$ cat config.mk
export PLATFORM = sky130hd
export DESIGN_NAME = mc_pulse_modulator
export DESIGN_NICKNAME = d
export VERILOG_FILES = /design/src/rtl/mc_pulse_modulator.sv
export SDC_FILE = /design/constraint.sdc
export NUM_CORES = 1
export LEC_CHECK = 0
export ABC_CLOCK_PERIOD_IN_PS = 4000
export CAP_MARGIN = 30
export CELL_PAD_IN_SITES_DETAIL_PLACEMENT = 0
export CELL_PAD_IN_SITES_GLOBAL_PLACEMENT = 1
export CORE_UTILIZATION = 41
export CTS_CLUSTER_DIAMETER = 40
export DETAILED_ROUTE_END_ITERATION = 8
export PLACE_DENSITY = 0.88
export SYNTH_ARGS = -nofsm -noshare
export SYNTH_HDL_FRONTEND = slang
export SYNTH_SLANG_ARGS = --single-unit
$ cat constraint.sdc
create_clock -name CLK -period 4 [get_ports CLK]
set_clock_uncertainty 0.05 [all_clocks]
set_input_delay 0.8 -clock CLK [delete_from_list [all_inputs] [get_ports CLK]]
set_output_delay 0.8 -clock CLK [all_outputs]
set_load 0.03 [all_outputs]
$ cat src/rtl/mc_pulse_modulator.sv
// Servo pulse-width modulator for one motor channel: maps a 5-bit power command to a pulse width in cycles.
// Define DITHER_EN for 12-frame pulse-density dithering; leave it undefined for linear (table-based) widths.
module mc_pulse_modulator #(
    parameter int WIDTH   = 21,
    parameter int NEUTRAL = 150000,
    parameter int SPAN    = 50000,
    parameter int STATES  = 12,
    parameter int MIRROR  = 0
) (
    input  logic             CLK,
    input  logic             RST_N,
    input  logic [4:0]       ModInfo,
    input  logic [4:0]       State,
    output logic [WIDTH-1:0] Pulse
);

    // Highest reachable level: the 4-bit code cannot exceed 15 even if STATES does.
    localparam int               LMAX       = (STATES < 15) ? STATES : 15;
    localparam logic [WIDTH-1:0] NEUTRAL_W  = WIDTH'(NEUTRAL);
    localparam logic [4:0]       STATES_W   = 5'(STATES);
    localparam logic             MIRROR_BIT = (MIRROR != 0);

    logic             first;
    logic [4:0]       cmd_q;
    logic [4:0]       state_q;
    logic             latch;
    logic [4:0]       cmd_sel;
    logic [4:0]       state_sel;
    logic [3:0]       level;
    logic             dir;
    logic             in_range;
    logic [WIDTH-1:0] dev;
    logic [WIDTH-1:0] next_pulse;

    function automatic logic [3:0] clamp_level(input logic [3:0] code);
        if (int'(code) > LMAX) begin
            return 4'(LMAX);
        end
        return code;
    endfunction

    function automatic logic [WIDTH-1:0] apply_dev(input logic fwd, input logic [WIDTH-1:0] d);
        return fwd ? (NEUTRAL_W + d) : (NEUTRAL_W - d);
    endfunction

`ifndef DITHER_EN
    // Linear deviations are elaboration-time constants, so no divider is built.
    logic [WIDTH-1:0] lin_tab [0:LMAX];
    for (genvar i = 0; i <= LMAX; i++) begin : g_lin
        assign lin_tab[i] = WIDTH'((i * SPAN) / STATES);
    end
`endif

    assign latch = first || (State != state_q);

    // When not latching, state_q already equals State and cmd_q holds, so Pulse is unchanged.
    always_comb begin
        cmd_sel   = latch ? ModInfo : cmd_q;
        state_sel = latch ? State : state_q;
        level     = clamp_level(cmd_sel[3:0]);
        dir       = cmd_sel[4] ^ MIRROR_BIT;
        in_range  = (state_sel < STATES_W);
        dev       = '0;
`ifdef DITHER_EN
        if (in_range && (state_sel < {1'b0, level})) begin
            dev = WIDTH'(SPAN);
        end
`else
        if (in_range) begin
            dev = lin_tab[level];
        end
`endif
        next_pulse = apply_dev(dir, dev);
    end

    always_ff @(posedge CLK or negedge RST_N) begin
        if (!RST_N) begin
            Pulse   <= NEUTRAL_W;
            cmd_q   <= '0;
            state_q <= '0;
            first   <= 1'b1;
        end else begin
            state_q <= State;
            if (latch) begin
                cmd_q <= ModInfo;
                first <= 1'b0;
            end
            Pulse <= next_pulse;
        end
    end

endmodule

### Word level (Yosys, flattened, before mapping)

Memory sizes are Yosys's and may differ from the RTL's.
Cells that the tools add are included.

* $add $sub $neg: 2
* $lt $le $gt $ge: 3
* equal/unequal tests: 1
* muxes and demuxes: 9
* bitwise gates (word level): 1
* reductions and logical operators: 1

Operators with widths (count)
* $mux W21: 4
* $add A18 B21 Y21 const A: 1
* $sub A18 B21 Y21 const A: 1
* $mux W5: 2
* $mux W4: 2
* $ge A5 B5 Y1 const B: 1
* $lt A5 B4 Y1 const B: 1
* $ne A5 B5 Y1: 1
* $not A4 Y5: 1
* $gt A4 B4 Y1 const B: 1
* $logic_or A1 B1 Y1: 1
* $mux W1: 1

* flip-flop bits (word level): 32
* ROM bits: 336
* bits of input ports: 12
* memories kept: 1

Memory list
* (name not given): depth 16, bits a word 21, read ports 1, clocked after memory_dff 0, write ports 0, RTL line 70 `dev = lin_tab[level];`

### Longest topological paths before layout

Gate-level depths: netlist of the first run.

* depth after elaboration: 13
* gate-level depth with buffers: 17

### Least setup slack after synthesis of the first run

Ideal clock, no wire load.

* path type: in2reg
* start: in State[0]
* end: reg Pulse[11]
* arrival: 3701 ps
* path slack: 172 ps
* stages on the path: 14
* cells stage by stage: xor2_1 > or2_1 > buf_4 > o21ai_2 > nand2_2 > a21oi_1 > inv_1 > ha_1 > nor3_1 > or4_1 > a21oi_1 > nand3_1 > or2_1 > a21o_1

* longest elaborated chain between the ends: 13

RTL lines
* from (decl): RTL line 13 `input logic [4:0] State,`
* $ne A5 B5 Y1 *: RTL line 54 `assign latch = first || (State != state_q);`
* $logic_or A1 B1 Y1 *: RTL line 54
* $mux W5 *
* named net cmd_sel[3]: RTL line 27 `logic [4:0] cmd_sel;`
* $gt A4 B4 Y1: RTL line 36 `if (int'(code) > LMAX) begin`
* $mux W1: RTL line 36
* $mux W4 *: RTL line 39 `return code;`
* $not A4 Y5 (implied by the code) *: RTL line 70
* $mem_v2 Z16 W21 *
* $mux W21 (implied by the code) * (2 in series): RTL line 70
* $mux W21 *: RTL line 69 `if (in_range) begin`
* $sub A18 B21 Y21 or $add A18 B21 Y21 (tied branches): RTL line 43 `return fwd ? (NEUTRAL_W + d) : (NEUTRAL_W - d);`
* $mux W21 *: RTL line 43
* named net next_pulse[11]: RTL line 33 `logic [WIDTH-1:0] next_pulse;`
* to (signal assigned): RTL line 88 `Pulse <= next_pulse;`
* to (decl): RTL line 14 `output logic [WIDTH-1:0] Pulse`

Mark *: on every way through the listed nets, which the timed path passes. The rest lies on a longest branch. The select of a mux whose other input is x is not followed.
A chain may end at the register's enable or synchronous reset.

### Worst setup path after layout of the first run

* start: in State[4]
* end: reg Pulse[8]

The elaborated chain is that of the path after synthesis.

==> results_dict.tcl, run 1 <==
set metrics [dict create \
    status "complete, no violations" \
    holdPathStages 3 \
    grt_usage 0.200 \
    finalCriticalPeriod_ns 3.82 \
    maxCapViolations 0 \
    power_mw 0.854 \
    clk_pin_slew_worst_paths_ns 0.07 \
    postSynthCellCount 214 \
    cp-end-kind "flop" \
    p_leak_nw 1.24 \
    reg2reg_from "state_q[1]$_DFF_PN0_" \
    fp-row-count 25 \
    netlist_area_sq_um 2040 \
    area_delta_synth_final_pct 34.6 \
    async_reset_ff_frac 1.00 \
    required_ns 4.16 \
    final_nets 302 \
    vias 1728 \
    r2r_cells 15 \
    power_density_nw_per_um2 311 \
    grt_pass1_wl_microns 7940 \
    min_from "cmd_q[4]$_DFF_PN0_" \
    synthTopCellsByArea "dfrtp_1, dfstp_2, ha_1" \
    placed_area_sq_um 2640 \
    placed_cells 338 \
    coreArea_sq_um 4750 \
    hold_ws_ns 0.665 \
    grt_pass1_vias 1723 \
    drc_errors 0 \
    yosysSeqAreaShare 0.361 \
    fin_cells 347 \
    drtAntennaViolNets 0 \
    crit_type "input pin to flop" \
    clock_latency_ns 0.28 \
    h-tree-depth 2 \
    wire_per_inst_microns 13.5 \
    io_buffer_count 29 \
    clock-root-buffer "clkbuf_8" \
    yosysUniqueCellTypes 62 \
    timing.final.crit_share 0.955 \
    hold_viol 0 \
    drive_above_1_share 0.314 \
    cts.sinks 29 \
    wirelength_microns 4670 \
    cp-startpoint "State[4]" \
    clock_path_buffers 2 \
    place_congestion 0.905 \
    boundaryPins 33 \
    synth_top_cell_by_area "dfrtp_1" \
    crit_path_max_fanout 4 \
    die_h_microns 72.6 \
    grt-ovfl-total 0 \
    max_freq_mhz 262 \
    startpoint_type "input pin" \
    worstPathArrival_ns 3.98 \
    synth_top_area_frac 0.245 \
    hp-class "flop to flop" \
    synth.avg_cell_area_sq_um 9.54 \
    grt_max_degree 30 \
    ys_ff_latch 29 \
    finalSetupViolCount 0 \
    n_antenna_cell 0 \
    chipWidth_microns 72.6 \
    cts_made_buffers 5 \
    dp_hpwl_microns 3670 \
    synth_ff_type "dfrtp_1" \
    cts_tree "yes" \
    ir_drop_mv 0.148 \
    drt_pass1_iterations 4 \
    synth-warning-count 0 \
    start_util 0.429 \
    ys_top_cells_by_count "dfrtp_1, nand2_1, nor2_1" \
    rsz0062_at_grt "no" \
    via_per_inst 4.98 \
    antenna_found_initial 0 \
    drtIter0Drc 96 \
    report.final.slew_viol_count 0 \
    finalInstanceArea_sq_um 2750 \
    synth-edff-count 0 \
    dieArea_sq_um 5260 \
    fill_cells 425 \
]
[placed cells by master (no fill, tap or decap), types with 2 or more instances in the layout]
cell type	synthesis	routed
buf_4	4	42
clkdlybuf4s50_1	0	29
dfrtp_1	20	20
nand2_1	20	20
nor2_1	16	16
a21oi_1	15	14
o21ai_0	12	12
inv_1	11	11
ha_1	11	11
dfstp_2	9	9
mux2i_1	7	7
xnor2_1	7	7
a31oi_1	5	5
clkbuf_8	0	5
xnor2_2	4	4
nor3_1	4	4
a21oi_2	3	4
conb_1	1	4
a21o_1	3	3
xor2_1	2	2
nand3b_1	2	2
a211o_1	2	2
nand3_2	2	2
nand2_2	2	2
o311ai_2	2	2
nand4_1	2	2
a41o_1	2	2
clkinv_2	0	2
[flip-flops by register name (all words and copies together) (netlist names)]
| name | flops |
|---|---|
| cmd_q | 5 |
| Pulse | 18 |
| state_q | 5 |
| first | 1 |
[critical path: stages]
cell and delay [ns]:
clkdlybuf4s50_1 0.47, xnor2_2 0.26, nand4_4 0.20, o21ai_4 0.20, nand2_1 0.12, a21oi_2 0.17, inv_1 0.07, ha_1 0.32
nor3_1 0.19, a211o_1 0.14, o311ai_1 0.11, buf_4 0.16, ha_1 0.22, a41o_1 0.23, a21oi_1 0.18, xnor2_1 0.14
[per-layer routing]
layer	wire length, microns	global-route usage	vias to the layer above
met2	2330	0.342	35
li1	-	-	872
met3	157	0.0389	4
met5	0	0	-
met1	2130	0.254	817
met4	51	0.0632	0
[power breakdown]
group          switching [mW]  internal (mW)
Clock                   0.113          0.120
Combinational           0.155          0.126
Sequential             0.0132          0.327
Total                   0.281          0.573
[final timing paths]
kind / end / slack (ns)
worst max register to register: Pulse[8]$_DFF_PN1_ / 0.79
worst min-delay path: cmd_q[4]$_DFF_PN0_ / 0.67
worst max-delay path: Pulse[8]$_DFF_PN1_ / 0.18
worst min register to register: cmd_q[4]$_DFF_PN0_ / 0.67
max in group asynchronous: Pulse[17]$_DFF_PN1_ / 2.73
min in group asynchronous: Pulse[10]$_DFF_PN0_ / 0.85
[area by class of cell]
type / instances / area, sq um / area share
multi-input combinational: 160 / 1190 / 0.433
sequential: 29 / 737 / 0.268
timing repair buffer: 71 / 606 / 0.220
tap: 67 / 83.8 / 0.0305
clock buffer: 5 / 68.8 / 0.0250
inverter: 12 / 45.0 / 0.0164
clock inverter: 3 / 17.5 / 0.00638
[stage by stage]
step / setup slack (ns) / util / TNS (ns)
after floorplan: 0.172 / - / 0
after global routing: 0.00347 / 0.578 / 0
final: 0.179 / 0.578 / 0
after detailed placement: -0.195 / 0.556 / -0.893
after global placement: -0.225 / 0.556 / -0.980
after CTS: 0.0799 / 0.574 / 0
[kinds of logic (layout without fill, tap and decap cells)]
family	after synthesis	count (layout)	synth area share
muxes	7	7	0.0343
other	1	4	0.00184
xor gates and xnor gates	13	13	0.0705
and+or+nand+nor	66	66	0.188
buffers and inverters	28	91	0.0668
DFF	29	29	0.361
AOI/OAI and AO/OA	59	59	0.210
adders and majority gates	11	11	0.0674
[what timing repair did]
| item | CTS | global route |
|---|---|---|
| setup buffers | 0 | 1 |
| resized for setup | 0 | 4 |
| setup endpoints to repair | 0 | 6 |
| hold buffers | 0 | 0 |
Power figures use the tool's default switching activity.
==> run 2, diff against run 1 <==
- ABC_CLOCK_PERIOD_IN_PS: 4000 -> 3150
- CORE_UTILIZATION: 41 -> 25
- PLACE_DENSITY: 0.88 -> 0.63
- clock period: 4 -> 3.15 ns (I/O delays scaled with it)
==> run 2 against run 1 <==
Effect of this change: the run now ends with setup timing left; global-route usage down 5.5 points; die area grew 62%; first-iteration DRC count shrank 59%; cell count rose by 17%; critical path type unchanged; critical endpoint is now Pulse[9]$_DFF_PN0_.
==> results_dict.tcl, run 2 (synthesized netlist as in run 1, its figures left out) <==
set metrics [dict create \
    status "finished, violations left" \
    finalSetupViolCount 2 \
    report.final.slew_viol_count 0 \
    seq_area_sq_um 738 \
    maxCapViolations 0 \
    cp_slowest_cell "or4_4" \
    final_util 0.416 \
    max-slew-margin-rel 0.598 \
    power_mw 1.27 \
    rsz0062_at_grt "yes" \
    cp-end-kind "flop" \
    worstPathArrival_ns 3.34 \
    wirelength_microns 5800 \
    ctsHoldBuffers 0 \
    start_util 0.261 \
    grt-ovfl-total 0 \
    hold_viol 0 \
    clk_pin_slew_worst_paths_ns 0.06 \
    grt_max_degree 30 \
    drtIter0Drc 39 \
    boundaryPins 33 \
    largest_reg_flops 18 \
    coreArea_sq_um 7810 \
    drt_pass1_iterations 6 \
    drtAntennaViolNets 0 \
    min_from "State[0]" \
    final_nets 325 \
    reg2reg_from "state_q[1]$_DFF_PN0_" \
    place_congestion 0.878 \
    required_ns 3.29 \
    clock_path_buffers 2 \
    worst_pin_slew_ns 0.604 \
    antenna_found_initial 0 \
    area_delta_synth_final_pct 59.3 \
    timing.final.crit_share 1.01 \
    crit_chain "buf_8, xnor2_4, nand4_4, o21ai_4, nand2_4, a21oi_4, inv_2, ha_4, nor3_4, or4_4, a21oi_4, buf_6, nand3_2, or2_1, a31oi_1" \
    via_per_inst 4.56 \
    post-place-ws_ns -0.788 \
    hp-class "input pin to flop" \
    dieArea_sq_um 8530 \
    h-tree-depth 2 \
    power_density_nw_per_um2 391 \
    clock-root-buffer "clkbuf_8" \
    drc_errors 0 \
    crit_type "input pin to flop" \
    fp-row-count 32 \
    cts.sinks 29 \
    grt_usage 0.145 \
    cts_tree "yes" \
    vias 1848 \
    path_common_cell "a21oi_4" \
    fin_setup_tns_ns -0.0596 \
    ir_drop_mv 0.235 \
    final_common_cell "buf_4" \
    grt_pass1_vias 1888 \
    crit_path_max_fanout 4 \
    grt_pass1_wl_microns 9550 \
    violations "setup timing" \
    n_antenna_cell 0 \
    finalCriticalPeriod_ns 3.19 \
    dp_hpwl_microns 4330 \
    fin_ws_ns -0.0431 \
    p_leak_nw 1.40 \
    chipWidth_microns 92.4 \
    max_freq_mhz 313 \
    startpoint_type "input pin" \
    die_h_microns 92.4 \
    reg_top3 "Pulse x18, cmd_q x5, state_q x5" \
    max_stage_delay_ns 0.50 \
    drive_above_1_share 0.452 \
    cts_made_buffers 5 \
    clock_latency_ns 0.28 \
    io_buffer_count 29 \
    multiInputGateArea_sq_um 1410 \
    cp-startpoint "State[1]" \
    largest_register "Pulse" \
    fill_cells 781 \
    wire_per_inst_microns 14.3 \
    final_cell_mix "buf_4, clkdlybuf4s50_1, dfrtp_1" \
]
==> run 2: cell types whose count changed in the layout (fill, tap and decap cells not counted), sizes merged <==
cell,before,now
clkdlybuf4s50,29,24
clkinv,2,0
buf,42,70
clkbuf,5,7
clkinvlp,1,0
bufinv,0,1
==> run 2: where the power goes <==
part | total (mW) | internal [mW] | switching [mW]
Sequential | 0.435 | 0.415 | 0.0192
Clock | 0.402 | 0.258 | 0.144
Combinational | 0.433 | 0.206 | 0.227
Total | 1.27 | 0.879 | 0.391
==> run 2: metrics by stage <==
stage	hold WS (ns)	std cells	instance area (sq um)
final	0.448	405	3250
after global routing	0.447	405	3250
after CTS	0.440	400	3130
after detailed placement	0.673	386	2900
after global placement	0.657	386	2900
after floorplan	0.284	217	2150
==> run 2: final cells by class <==
type                            instances  area share
Timing Repair Buffer                   94       0.249
Tap cell                              102      0.0393
Inverter                               12      0.0139
Clock buffer                            7      0.0266
Multi-Input combinational cell        160       0.435
Sequential cell                        29       0.227
Clock inverter                          1     0.00924
==> run 2: final timing paths <==
check / to / slack, ns / cells after the start
max: Pulse[9]$_DFF_PN0_ / -0.04 / 15
max reg2reg: Pulse[9]$_DFF_PN0_ / -0.02 / 14
min: state_q[0]$_DFF_PN0_ / 0.45 / 1
min in group asynchronous: state_q[0]$_DFF_PN0_ / 0.68 / 2
max in group asynchronous: Pulse[17]$_DFF_PN1_ / 2.05 / 2
min reg2reg: Pulse[17]$_DFF_PN1_ / 0.68 / 2
==> run 2: what timing repair did <==
item / CTS / global route
buffers inserted: 6 / 6
resized for setup: 39 / 19
endpoints found under the setup margin: 11 / 9
pin swaps: 18 / 22
==> run 2: routing by layer <==
layer / GRT usage / part of all wire / wire, microns
met5: 0 / 0 / 0
met1: 0.189 / 0.47 / 2710
met4: 0.0352 / 0.017 / 96
met2: 0.242 / 0.48 / 2760
met3: 0.0328 / 0.040 / 235
==> run 2: worst max-delay path: cells and delay by family <==
kind / cells / cell delay, ns
adder cells (fa/ha/maj): 1 / 0.29
AO/OA/AOI/OAI: 4 / 0.79
AND/OR/NAND/NOR: 6 / 1.14
XOR/XNOR: 1 / 0.19
buffers and inverters: 3 / 0.29
==> run 3, diff against run 2 <==
- SLEW_MARGIN: unset -> 15
==> results of run 3 <==
Same layout as run 2: the final DEF is identical, and so are final timing and power.
